[src/rtl/meter_countdown_if.sv]
`default_nettype none
// +--------------------------------------------------------------------+
// | meter_countdown_if : coin/load/tick inputs and time/display outputs |
// | Revision 1.0                                                         |
// +--------------------------------------------------------------------+
interface meter_countdown_if #(
  parameter int TW = 14
);
  logic          tick_1hz;
  logic          add_50;
  logic          add_150;
  logic          add_200;
  logic          add_500;
  logic          load_10;
  logic          load_205;
  logic [TW-1:0] time_left;
  logic          display_on;
  logic          expired;

  modport master (
    output tick_1hz, add_50, add_150, add_200, add_500, load_10, load_205,
    input  time_left, display_on, expired
  );

  modport slave (
    input  tick_1hz, add_50, add_150, add_200, add_500, load_10, load_205,
    output time_left, display_on, expired
  );
endinterface
`default_nettype wire

[src/rtl/meter_countdown.sv]
`default_nettype none
// +--------------------------------------------------------------------+
// | meter_countdown : parking-meter seconds counter with display flash   |
// | Revision 1.0                                                         |
// +--------------------------------------------------------------------+
module meter_countdown #(
  parameter int MAX_TIME   = 9999,
  parameter int TW         = 14,
  parameter int LOW_THRESH = 200
) (
  input  wire logic         SYS_CLK,
  input  wire logic         RST_N,
  meter_countdown_if.slave  bus
);

  localparam logic [TW:0]   c_MAX_EXT  = (TW+1)'(MAX_TIME);
  localparam logic [TW-1:0] c_MAX      = TW'(MAX_TIME);
  localparam logic [TW-1:0] c_LOW      = TW'(LOW_THRESH);
  localparam logic [TW-1:0] c_LOAD_10  = TW'(10);
  localparam logic [TW-1:0] c_LOAD_205 = TW'(205);
  localparam logic [TW:0]   c_ADD_50   = (TW+1)'(50);
  localparam logic [TW:0]   c_ADD_150  = (TW+1)'(150);
  localparam logic [TW:0]   c_ADD_200  = (TW+1)'(200);
  localparam logic [TW:0]   c_ADD_500  = (TW+1)'(500);

  typedef enum logic [1:0] {
    ST_EXPIRED = 2'd0,
    ST_LOW     = 2'd1,
    ST_NORMAL  = 2'd2
  } mode_t;

  mode_t         r_mode;
  mode_t         w_mode_next;
  logic          r_tick_d;
  logic          r_tick_q;
  logic [TW-1:0] r_time_left;
  logic          r_display_on;
  logic          w_display_next;
  logic          w_sec_pulse;
  logic          w_dec;
  logic [TW:0]   w_add_sum;
  logic [TW:0]   w_sum;
  logic [TW-1:0] w_clamped;
  logic [TW-1:0] w_next;

  assign w_sec_pulse = r_tick_d & ~r_tick_q;
  assign w_dec       = w_sec_pulse && (r_time_left != '0);

  assign w_add_sum = (bus.add_50  ? c_ADD_50  : '0)
                   + (bus.add_150 ? c_ADD_150 : '0)
                   + (bus.add_200 ? c_ADD_200 : '0)
                   + (bus.add_500 ? c_ADD_500 : '0);

  // One extra bit holds 9999 + 900 before the clamp; dec never underflows.
  assign w_sum     = {1'b0, r_time_left} - {{TW{1'b0}}, w_dec} + w_add_sum;
  assign w_clamped = (w_sum > c_MAX_EXT) ? c_MAX : w_sum[TW-1:0];
  assign w_next    = bus.load_205 ? c_LOAD_205 :
                     bus.load_10  ? c_LOAD_10  : w_clamped;

  // Mode follows the upcoming value, so every transition takes one cycle.
  always_comb begin
    w_mode_next    = ST_NORMAL;
    w_display_next = 1'b1;
    if (w_next == '0) begin
      w_mode_next    = ST_EXPIRED;
      w_display_next = r_tick_d;
    end else if (w_next < c_LOW) begin
      w_mode_next    = ST_LOW;
      w_display_next = ~w_next[0];
    end
  end

  always_ff @(posedge SYS_CLK or negedge RST_N) begin
    if (!RST_N) begin
      r_tick_d     <= 1'b0;
      r_tick_q     <= 1'b0;
      r_time_left  <= '0;
      r_display_on <= 1'b0;
      r_mode       <= ST_EXPIRED;
    end else begin
      r_tick_d     <= bus.tick_1hz;
      r_tick_q     <= r_tick_d;
      r_time_left  <= w_next;
      r_display_on <= w_display_next;
      r_mode       <= w_mode_next;
    end
  end

  assign bus.time_left  = r_time_left;
  assign bus.display_on = r_display_on;
  assign bus.expired    = (r_mode == ST_EXPIRED);

endmodule
`default_nettype wire

[src/flat_wrapper.sv]
// flat-port wrapper written by rule: the top's interface ports become plain ports
module meter_countdown_flat 
#(
  parameter int MAX_TIME   = 9999,
  parameter int TW         = 14,
  parameter int LOW_THRESH = 200
)
  (SYS_CLK, RST_N, bus_tick_1hz, bus_add_50, bus_add_150, bus_add_200, bus_add_500, bus_load_10, bus_load_205, bus_time_left, bus_display_on, bus_expired);
  meter_countdown_if #(.TW(TW)) bus_i ();
  input  wire logic SYS_CLK;
  input  wire logic RST_N;
  input wire logic [$bits(bus_i.tick_1hz)-1:0] bus_tick_1hz;
  input wire logic [$bits(bus_i.add_50)-1:0] bus_add_50;
  input wire logic [$bits(bus_i.add_150)-1:0] bus_add_150;
  input wire logic [$bits(bus_i.add_200)-1:0] bus_add_200;
  input wire logic [$bits(bus_i.add_500)-1:0] bus_add_500;
  input wire logic [$bits(bus_i.load_10)-1:0] bus_load_10;
  input wire logic [$bits(bus_i.load_205)-1:0] bus_load_205;
  output wire logic [$bits(bus_i.time_left)-1:0] bus_time_left;
  output wire logic [$bits(bus_i.display_on)-1:0] bus_display_on;
  output wire logic [$bits(bus_i.expired)-1:0] bus_expired;
  assign bus_i.tick_1hz = bus_tick_1hz;
  assign bus_i.add_50 = bus_add_50;
  assign bus_i.add_150 = bus_add_150;
  assign bus_i.add_200 = bus_add_200;
  assign bus_i.add_500 = bus_add_500;
  assign bus_i.load_10 = bus_load_10;
  assign bus_i.load_205 = bus_load_205;
  assign bus_time_left = bus_i.time_left;
  assign bus_display_on = bus_i.display_on;
  assign bus_expired = bus_i.expired;
  meter_countdown #(.MAX_TIME(MAX_TIME), .TW(TW), .LOW_THRESH(LOW_THRESH)) u_core (.SYS_CLK(SYS_CLK), .RST_N(RST_N), .bus(bus_i));
endmodule
[config.mk]
export PLATFORM = sky130hd
export DESIGN_NAME = meter_countdown_flat
export DESIGN_NICKNAME = d
export VERILOG_FILES = /design/src/rtl/meter_countdown_if.sv /design/src/rtl/meter_countdown.sv /design/src/flat_wrapper.sv
export SDC_FILE = /design/constraint.sdc
export NUM_CORES = 1
export LEC_CHECK = 0
export ABC_AREA = 1
export CORE_MARGIN = 4
export CORE_UTILIZATION = 57
export DETAILED_ROUTE_END_ITERATION = 10
export GPL_TIMING_DRIVEN = 0
export HOLD_SLACK_MARGIN = 0.12
export PLACE_DENSITY = 0.87
export SLEW_MARGIN = 30
export SYNTH_ARGS = -nofsm -noshare
export SYNTH_HDL_FRONTEND = slang
export SYNTH_SLANG_ARGS = --single-unit
[constraint.sdc]
create_clock -name SYS_CLK -period 4 [get_ports SYS_CLK]
set_input_delay 0.8 -clock SYS_CLK [delete_from_list [all_inputs] [get_ports SYS_CLK]]
set_output_delay 0.8 -clock SYS_CLK [all_outputs]
set_load 0.01 [all_outputs]
After elaboration in Yosys (flattened, before gate mapping)
Cells that the tools add are included.
{ "op_classes": {"n_bitwise": 3, "addsub": 5, "eq_ne": 0, "n_reduce_logical": 4, "mux": 11, "div": 0, "multipliers": 0, "order_cmp": 2, "n_shift": 0} }
{ "ops": {"columns": ["op", "count"], "rows": [
  ["$add A15 B15 Y15", 4],
  ["$mux W14", 3],
  ["$mux W8", 2],
  ["$gt A15 B14 Y1 const B", 1],
  ["$sub A14 B1 Y15", 1],
  ["$logic_not A14 Y1", 1],
  ["$lt A14 B8 Y1 const B", 1],
  ["$reduce_bool A14 Y1", 1],
  ["$mux W9", 1],
  ["$mux W6", 1],
  ["$mux W2", 2],
  ["$logic_not A2 Y1", 1],
  ["$mux W1", 2],
  ["$not A1 Y1", 2],
  ["$and A1 B1 Y1", 1],
  ["$logic_and A1 B1 Y1", 1]
]} }
{ "word_totals": {"memories": 0, "elab_cells": 30, "latch_bits": 0, "ramBits": 0, "register_bits": 19, "mem_bits_ro": 0, "input_bits": 9} }

Longest topological paths before layout
Gate-level depths: netlist of the first run.
{ "logic_depth": {"depth_word": 12, "mapped_depth": 30, "mapped_depth_nobuf": 30} }

Worst setup path after synthesis of the first run
Ideal clock, no wire load.
{ "synth_path": {"path_type": "input port to flip-flop", "start": "input bus_add_500", "end": "register u_core.r_mode[0]", "path_stages": 20, "arrival_time_ns": 3.959, "setup_time_ns": 0.118, "path_slack_ns": -0.077, "cell_sequence": "inv_1 ha_1 fa_1 fa_1 fa_1 inv_1 nand3_1 nand2_2 nand2_1 nand3_1 nand2_2 nor2_4 nand2_2 nand2_4 nand3_4 nor2_4 nand3_2 nor2_2 nand3_1 nor2b_1"} }
{ "synth_via": {"elab_chain_cells": 10, "elab_cells_between_ends": 11, "cone_classes": "add/sub: 2; order compare: 2; mux: 6; reduce/logical: 1"} }
{ "synth_lines": {"columns": ["item", "line_no", "text"], "rows": [
  ["start: declaration", "flat_wrapper.sv:16", "input wire logic [$bits(bus_i.add_500)-1:0] bus_add_500;"],
  ["$mux W9 (*)", "meter_countdown.sv:52", "+ (bus.add_500 ? c_ADD_500 : '0);"],
  ["$add A15 B15 Y15 (*)", "meter_countdown.sv:52", null],
  ["$add A15 B15 Y15 (*)", "meter_countdown.sv:55", "assign w_sum = {1'b0, r_time_left} - {{TW{1'b0}}, w_dec} + w_add_sum;"],
  ["$gt A15 B14 Y1", "meter_countdown.sv:56", "assign w_clamped = (w_sum > c_MAX_EXT) ? c_MAX : w_sum[TW-1:0];"],
  ["$mux W14 (*)", "meter_countdown.sv:56", null],
  ["$mux W14 (*)", "meter_countdown.sv:58", "bus.load_10 ? c_LOAD_10 : w_clamped;"],
  ["$mux W14 (*)", "meter_countdown.sv:57", "assign w_next = bus.load_205 ? c_LOAD_205 :"],
  ["$lt A14 B8 Y1", "meter_countdown.sv:67", "end else if (w_next < c_LOW) begin"],
  ["$mux W2", "meter_countdown.sv:67", null],
  ["$mux W2 (*)", "meter_countdown.sv:64", "if (w_next == '0) begin"],
  ["net u_core.w_mode_next[0]", "meter_countdown.sv:33", "mode_t w_mode_next;"],
  ["end signal: assignment", "meter_countdown.sv:85", "r_mode <= w_mode_next;"],
  ["end: declaration", "meter_countdown.sv:32", "mode_t r_mode;"]
]} }
Mark *: on every way through the listed nets, which the timed path passes. The rest lies on a longest branch.

Worst setup path after layout of the first run
{ "layout_path": {"start": "input bus_add_500", "end": "register u_core.r_display_on, in the netlist u_core.bus.display_on"} }
{ "layout_via": {"elab_chain_cells": 10, "elab_cells_between_ends": 12, "cone_classes": "add/sub: 2; order compare: 2; mux: 6; bitwise: 1; reduce/logical: 1"} }
{ "layout_lines": {"columns": ["item", "line_no", "text"], "rows": [
  ["$mux W9 (*)", "meter_countdown.sv:52", null],
  ["$add A15 B15 Y15 (*)", "meter_countdown.sv:52", null],
  ["$add A15 B15 Y15 (*)", "meter_countdown.sv:55", null],
  ["$gt A15 B14 Y1", "meter_countdown.sv:56", null],
  ["$mux W14 (*)", "meter_countdown.sv:56", null],
  ["$mux W14 (*)", "meter_countdown.sv:58", null],
  ["$mux W14 (*)", "meter_countdown.sv:57", null],
  ["$lt A14 B8 Y1 or $not A1 Y1 (tied branches)", "meter_countdown.sv:67, meter_countdown.sv:69", null],
  ["$mux W1", "meter_countdown.sv:67", null],
  ["$mux W1 (*)", "meter_countdown.sv:64", null],
  ["net u_core.w_display_next", "meter_countdown.sv:38", "logic w_display_next;"],
  ["end signal: assignment", "meter_countdown.sv:84", "r_display_on <= w_display_next;"],
  ["end: declaration", "meter_countdown.sv:37", "logic r_display_on;"]
]} }
Marked as above.

==> reports/results.ini, run 1 <==
[sta]
slew_violations = 0
hold_violations = 0
setup_viol = 2
fmax_mhz = 242
worstMarginPinSlew_ps = 814
finalCritPeriodShare = 1.03
rsz0062_at_grt = true
fin_ws_ps = -127
fin_crit_ps = 4130
slew_headroom = 0.456
final.setup_skew_ps = 1.65

[synth]
synth_seq_area_share = 0.215
yosysWarnings = 0
synth-xor-area-share = 0.00395
synth_adder_area_share = 0.293
synthArstFlopShare = 1.00
synth_top_family_by_area = simple AND/OR/NAND/NOR gates
synth_area_um2 = 2210
postSynthCellCount = 308
synthDistinctLibCells = 28
synth_area_per_cell_um2 = 7.19
ys_ff_latch = 19
synthMuxAreaShare = 0
synth_simple_gate_area_frac = 0.317
synthesis.nets = 364
synth_compound_area_frac = 0.0367
synth_edf_count = 0
ys.flop_type = dfrtp_1

[floorplanning]
io_pins = 25
num_rows = 22
die_area_um2 = 4950
core_area_um2 = 3720
die_height_um = 70.3
initial_core_util = 0.596
die_w_um = 70.3

[route]
vias = 2196
wirelength_mm = 5.98
dr.pass1.iters = 5
detail_route.iter0.violations = 114
drc = 0
wire_per_inst_um = 14.8
antenna_left = 0
vias_per_cell = 5.45

[min_path]
hold_path_class = reg2reg

[clock_tree]
tritoncts = built
clk_latency_ps = 250
cts_buffer_depth = 2
cts-root-buf = clkbuf_8
htree_levels = 1
path_clk_slew_ps = 70
clock_sinks = 19
cts_buffers = 3

[grt]
grt_overflow = 0
grt_pass1_vias = 2225
groute.usage.overall = 0.227
grt_max_degree = 20
grt_antenna_before_repair = 0
grt_pass1_wl_mm = 9.24

[job]
drv_cap = 0

[layout]
drive_above_1_share = 0.242
insertedDiodeCount = 0
final_cells = 403
synthToLayoutAreaGrowth_pct = 31.2
final_util = 0.782
nets = 412

[place]
preCtsSetupSlack_ps = -977
place_inst = 380
port_buffers = 24
globalplace.congestion = 0.919
dp_hpwl_mm = 3.89

[run_status]
status = complete, but fails checks
violations = negative setup slack

[worst_setup_path]
worst_setup_path_start_kind = input pin
crit_fanout = 8
critPathKind = in2reg
end_kind = flop
required_ps = 4150
crit_arrival_ps = 4270

synthesized netlist by cell type, drive strengths merged (2+ instances only):
cell	count	area, um^2
fa	8	160
nand3	26	153
a21oi	9	52.6
inv	79	299
ha	39	488
nor2	31	146
nand3b	2	15.0
nand2	80	325
dfrtp	19	475
nand4	6	37.5
placed cells by master (no fill, tap or decap), types with 5 or more instances in the layout:
cell              n
a21oi_1           6
buf_4            19
clkdlybuf4s50_1  20
dfrtp_1          19
fa_1              6
ha_1             26
ha_4             10
inv_1            65
inv_2            12
nand2_1          69
nand2_2          10
nand3_1          18
nand3_2           7
nand4_1           6
nor2_1           23
nor2_4            5
sequential cells by signal, indices dropped and copies added, names as in the netlist:
register / cells
u_core.r_tick_d: 1
u_core.r_mode: 2
u_core.r_tick_q: 1
u_core.bus.time_left: 14
u_core.bus.display_on: 1
logic make-up (layout without fill, tap and decap cells):
group,count (synthesis),in the layout
AND/OR/NAND/NOR,149,149
XOR/XNOR,1,1
buffers and inverters,79,126
AO/OA/AOI/OAI,13,13
flip-flops,19,19
adder cells (fa/ha/maj),47,47
final timing paths:
check	start	endpoint	slack [ps]	depth (start not counted)
setup reg to reg	u_core.bus.time_left[11]$_DFF_PN0_	u_core.bus.display_on$_DFF_PN0_	0	28
max in group asynchronous	RST_N	u_core.bus.time_left[7]$_DFF_PN0_	2480	1
min in group asynchronous	RST_N	u_core.bus.time_left[6]$_DFF_PN0_	1020	1
hold / removal	u_core.r_tick_d$_DFF_PN0_	u_core.r_tick_q$_DFF_PN0_	450	0
setup / recovery	bus_add_500	u_core.bus.display_on$_DFF_PN0_	-130	27
hold reg to reg	u_core.r_tick_d$_DFF_PN0_	u_core.r_tick_q$_DFF_PN0_	450	0
cell type report:
type,count,area [um^2]
flip-flops and latches,19,475
clock buffers,4,45.0
well taps,48,60.1
repair buffers,43,383
inverters,79,305
multi-input cells,210,1640
fillers,244,811
per-stage QoR:
| stage | cell area (um^2) | setup TNS, ps | hold WS [ps] |
|---|---|---|---|
| 2_1_floorplan | 2230 | 0 | 374 |
| 4_1_cts | 2800 | -40.6 | 441 |
| 6_report | 2910 | -207 | 448 |
| 3_5_place_dp | 2530 | -9320 | 409 |
| 5_1_grt | 2910 | -887 | 459 |
| 3_3_place_gp | 2530 | -7660 | 409 |
worst max-delay path, cell delays in order:
cell and delay [ps]:
buf_8 80, clkinvlp_4 120, buf_4 170, ha_4 240
fa_2 370, fa_1 500, inv_1 80, ha_4 270
nand2_1 80, nand2_1 90, inv_2 80, nand2_1 50
nand2_1 80, nand3_1 80, nand2_1 80, nand2_2 70
nor2_4 120, nand2_2 70, nand2_4 110, nand3_4 110
nor2_4 150, buf_4 120, nand2_1 40, nand2_1 80
nand3_1 90, nand2_1 80, nand2_1 50
metal layers:
layer | global-route usage | share of wire
met5 | 0 | 0
met4 | 0.0681 | 0.039
met3 | 0.0576 | 0.076
met2 | 0.414 | 0.50
met1 | 0.258 | 0.38
what timing repair did:
action                     in CTS  in global routing
gates resized for setup        36                 19
hold buffers                    0                  0
pin swaps                      16                 18
gates cloned                    0                  0
setup buffers                  17                  2
setup endpoints to repair      17                  9
Power of run 1 is left out: the tool's default activity adds up to more than one toggle a clock period on the data nets, which glitch-free logic cannot reach.
==> run 2, diff against run 1 <==
--- a/config.mk
+++ b/config.mk
@@ -5,13 +5,12 @@
 export SDC_FILE = /design/constraint.sdc
 export NUM_CORES = 1
 export LEC_CHECK = 0
-export ABC_AREA = 1
 export CORE_MARGIN = 4
-export CORE_UTILIZATION = 57
+export CORE_UTILIZATION = 56
 export DETAILED_ROUTE_END_ITERATION = 10
 export GPL_TIMING_DRIVEN = 0
 export HOLD_SLACK_MARGIN = 0.12
-export PLACE_DENSITY = 0.87
+export PLACE_DENSITY = 0.86
 export SLEW_MARGIN = 30
 export SYNTH_ARGS = -nofsm -noshare
 export SYNTH_HDL_FRONTEND = slang
==> reports/results.ini, run 2 <==
[sta]
slew_violations = 0
finalCritPeriodShare = 1.03
fin_ws_ps = -127
rsz0062_at_grt = true
fin_crit_ps = 4130
worstMarginPinSlew_ps = 795
slew_headroom = 0.468
hold_violations = 0
final.setup_skew_ps = 1.38
fmax_mhz = 242
setup_viol = 13

[floorplanning]
initial_core_util = 0.591
die_area_um2 = 4600
die_w_um = 67.8
io_pins = 25
core_area_um2 = 3390
die_height_um = 67.8
num_rows = 21

[synth]
ys.flop_type = dfrtp_1
synth_top_area_frac = 0.244
synthesis.nets = 281
synth_edf_count = 0
yosysWarnings = 0
synth_area_per_cell_um2 = 8.90
synthArstFlopShare = 1.00
synth_area_um2 = 2000
yosys-top-cells-count = inv_1, ha_1, dfrtp_1
synth_most_common_cell = inv_1
postSynthCellCount = 225
ys_ff_latch = 19
synth_top_area_cell = ha_1
synth_area_leaders = ha_1, dfrtp_1, inv_1, fa_1, nor3_1
synthDistinctLibCells = 43
synth_seq_area_share = 0.238

[run_status]
violations = negative setup slack
status = complete, but fails checks

[clock_tree]
cts_buffer_depth = 2
cts-root-buf = clkbuf_4
clk_latency_ps = 300
tritoncts = built
path_clk_slew_ps = 100
clock_sinks = 19
htree_levels = 1
cts_buffers = 3

[worst_setup_path]
required_ps = 4180
worst_path_max_delay_cell = fa_1
crit_arrival_ps = 4310
slowest_delay_ps = 550
crit_fanout = 5
ff2ff_setup_slack_ps = -10
crit_chain = clkdlybuf4s15_2 -> inv_2 -> ha_4 -> fa_1 -> fa_1 -> inv_1 -> ha_1 -> a21o_1 -> nand3_2 -> a311oi_1 -> or3_1 -> a21oi_2 -> a21boi_2 -> or2_4 -> or3_1
end_kind = flop
cp_top_family = adder cells
critPathKind = in2reg
worst_setup_path_start_kind = input pin
worstPathBufferInverterCount = 3

[layout]
drive_above_1_share = 0.280
synthToLayoutAreaGrowth_pct = 36.1
nets = 325
final_cells = 314
final_common_cell = inv_1
largest_reg_flops = 14
insertedDiodeCount = 0
final_cell_mix = inv_1, ha_1, clkdlybuf4s50_1

[route]
dr.pass1.iters = 5
antenna_left = 0
detail_route.iter0.violations = 117
vias = 1802
vias_per_cell = 5.74
wirelength_mm = 5.14
drc = 0
wire_per_inst_um = 16.4

[grt]
grt_pass1_wl_mm = 7.78
grt_antenna_before_repair = 0
grt_pass1_vias = 1795
grt_max_degree = 20
groute.usage.overall = 0.225
grt_overflow = 0

[place]
port_buffers = 24
globalplace.congestion = 0.933
place_inst = 295
dp_hpwl_mm = 3.53

[job]
drv_cap = 0

[min_path]
hold_path_class = reg2reg

==> run 2: worst paths after layout <==
kind                       depth (start not counted)                                from                                 end
max in group asynchronous                          1                               RST_N   u_core.bus.time_left[5]$_DFF_PN0_
min in group asynchronous                          1                               RST_N  u_core.bus.time_left[12]$_DFF_PN0_
max reg2reg                                       18  u_core.bus.time_left[12]$_DFF_PN0_     u_core.bus.display_on$_DFF_PN0_
max                                               15                         bus_add_150   u_core.bus.time_left[3]$_DFF_PN0_
min reg2reg                                        0           u_core.r_tick_d$_DFF_PN0_           u_core.r_tick_q$_DFF_PN0_
min                                                0           u_core.r_tick_d$_DFF_PN0_           u_core.r_tick_q$_DFF_PN0_
==> run 2: cell type report <==
cell class / instances / area, um^2
plain buffers: 2 / 10.0
repair buffers: 40 / 392
multi-input cells: 156 / 1580
well taps: 46 / 57.6
fillers: 191 / 666
clock buffers: 4 / 26.3
inverters: 47 / 180
flip-flops and latches: 19 / 475
==> run 2: logic make-up after synthesis <==
logic type / after synthesis / synth area share
simple gates: 62 / 0.162
fa+ha+maj: 47 / 0.324
xor+xnor: 8 / 0.0350
buf+inv: 50 / 0.0987
flops: 19 / 0.238
compound gates: 39 / 0.143
==> run 2: worst reg2reg max path, delay by kind of cell, from the launching register on <==
kind / cells / cell delay [ps]
flops: 1 / 360
buf+inv: 3 / 170
simple gates: 5 / 1200
compound gates: 4 / 890
fa+ha+maj: 6 / 1290
==> run 2: per-layer routing <==
| layer | part of all wire | GRT usage |
|---|---|---|
| met1 | 0.40 | 0.275 |
| met2 | 0.55 | 0.405 |
| met3 | 0.032 | 0.0183 |
| met4 | 0.018 | 0.0918 |
| met5 | 0 | 0 |
==> run 2: metrics by stage <==
| step | area [um^2] | setup WS [ps] | utilization | hold WS (ps) | TNS, ps |
|---|---|---|---|---|---|
| 2_1_floorplan | 2110 | -185 | - | 374 | -466 |
| 3_3_place_gp | 2410 | -999 | 0.710 | 413 | -14060 |
| 6_report | 2720 | -127 | 0.804 | 456 | -858 |
| 4_1_cts | 2640 | -90.2 | 0.780 | 435 | -277 |
| 5_1_grt | 2720 | -262 | 0.804 | 479 | -2900 |
| 3_5_place_dp | 2410 | -1050 | 0.710 | 414 | -15380 |
==> run 2: timing repair <==
action                                  in CTS  in global routing
pin swaps                                   30                 19
hold buffers                                 0                  0
gates resized for setup                     36                 14
hold endpoints to repair                     0                  0
endpoints found under the setup margin      17                 15
setup buffers                               15                  1
Power of run 2 is left out for the same reason.
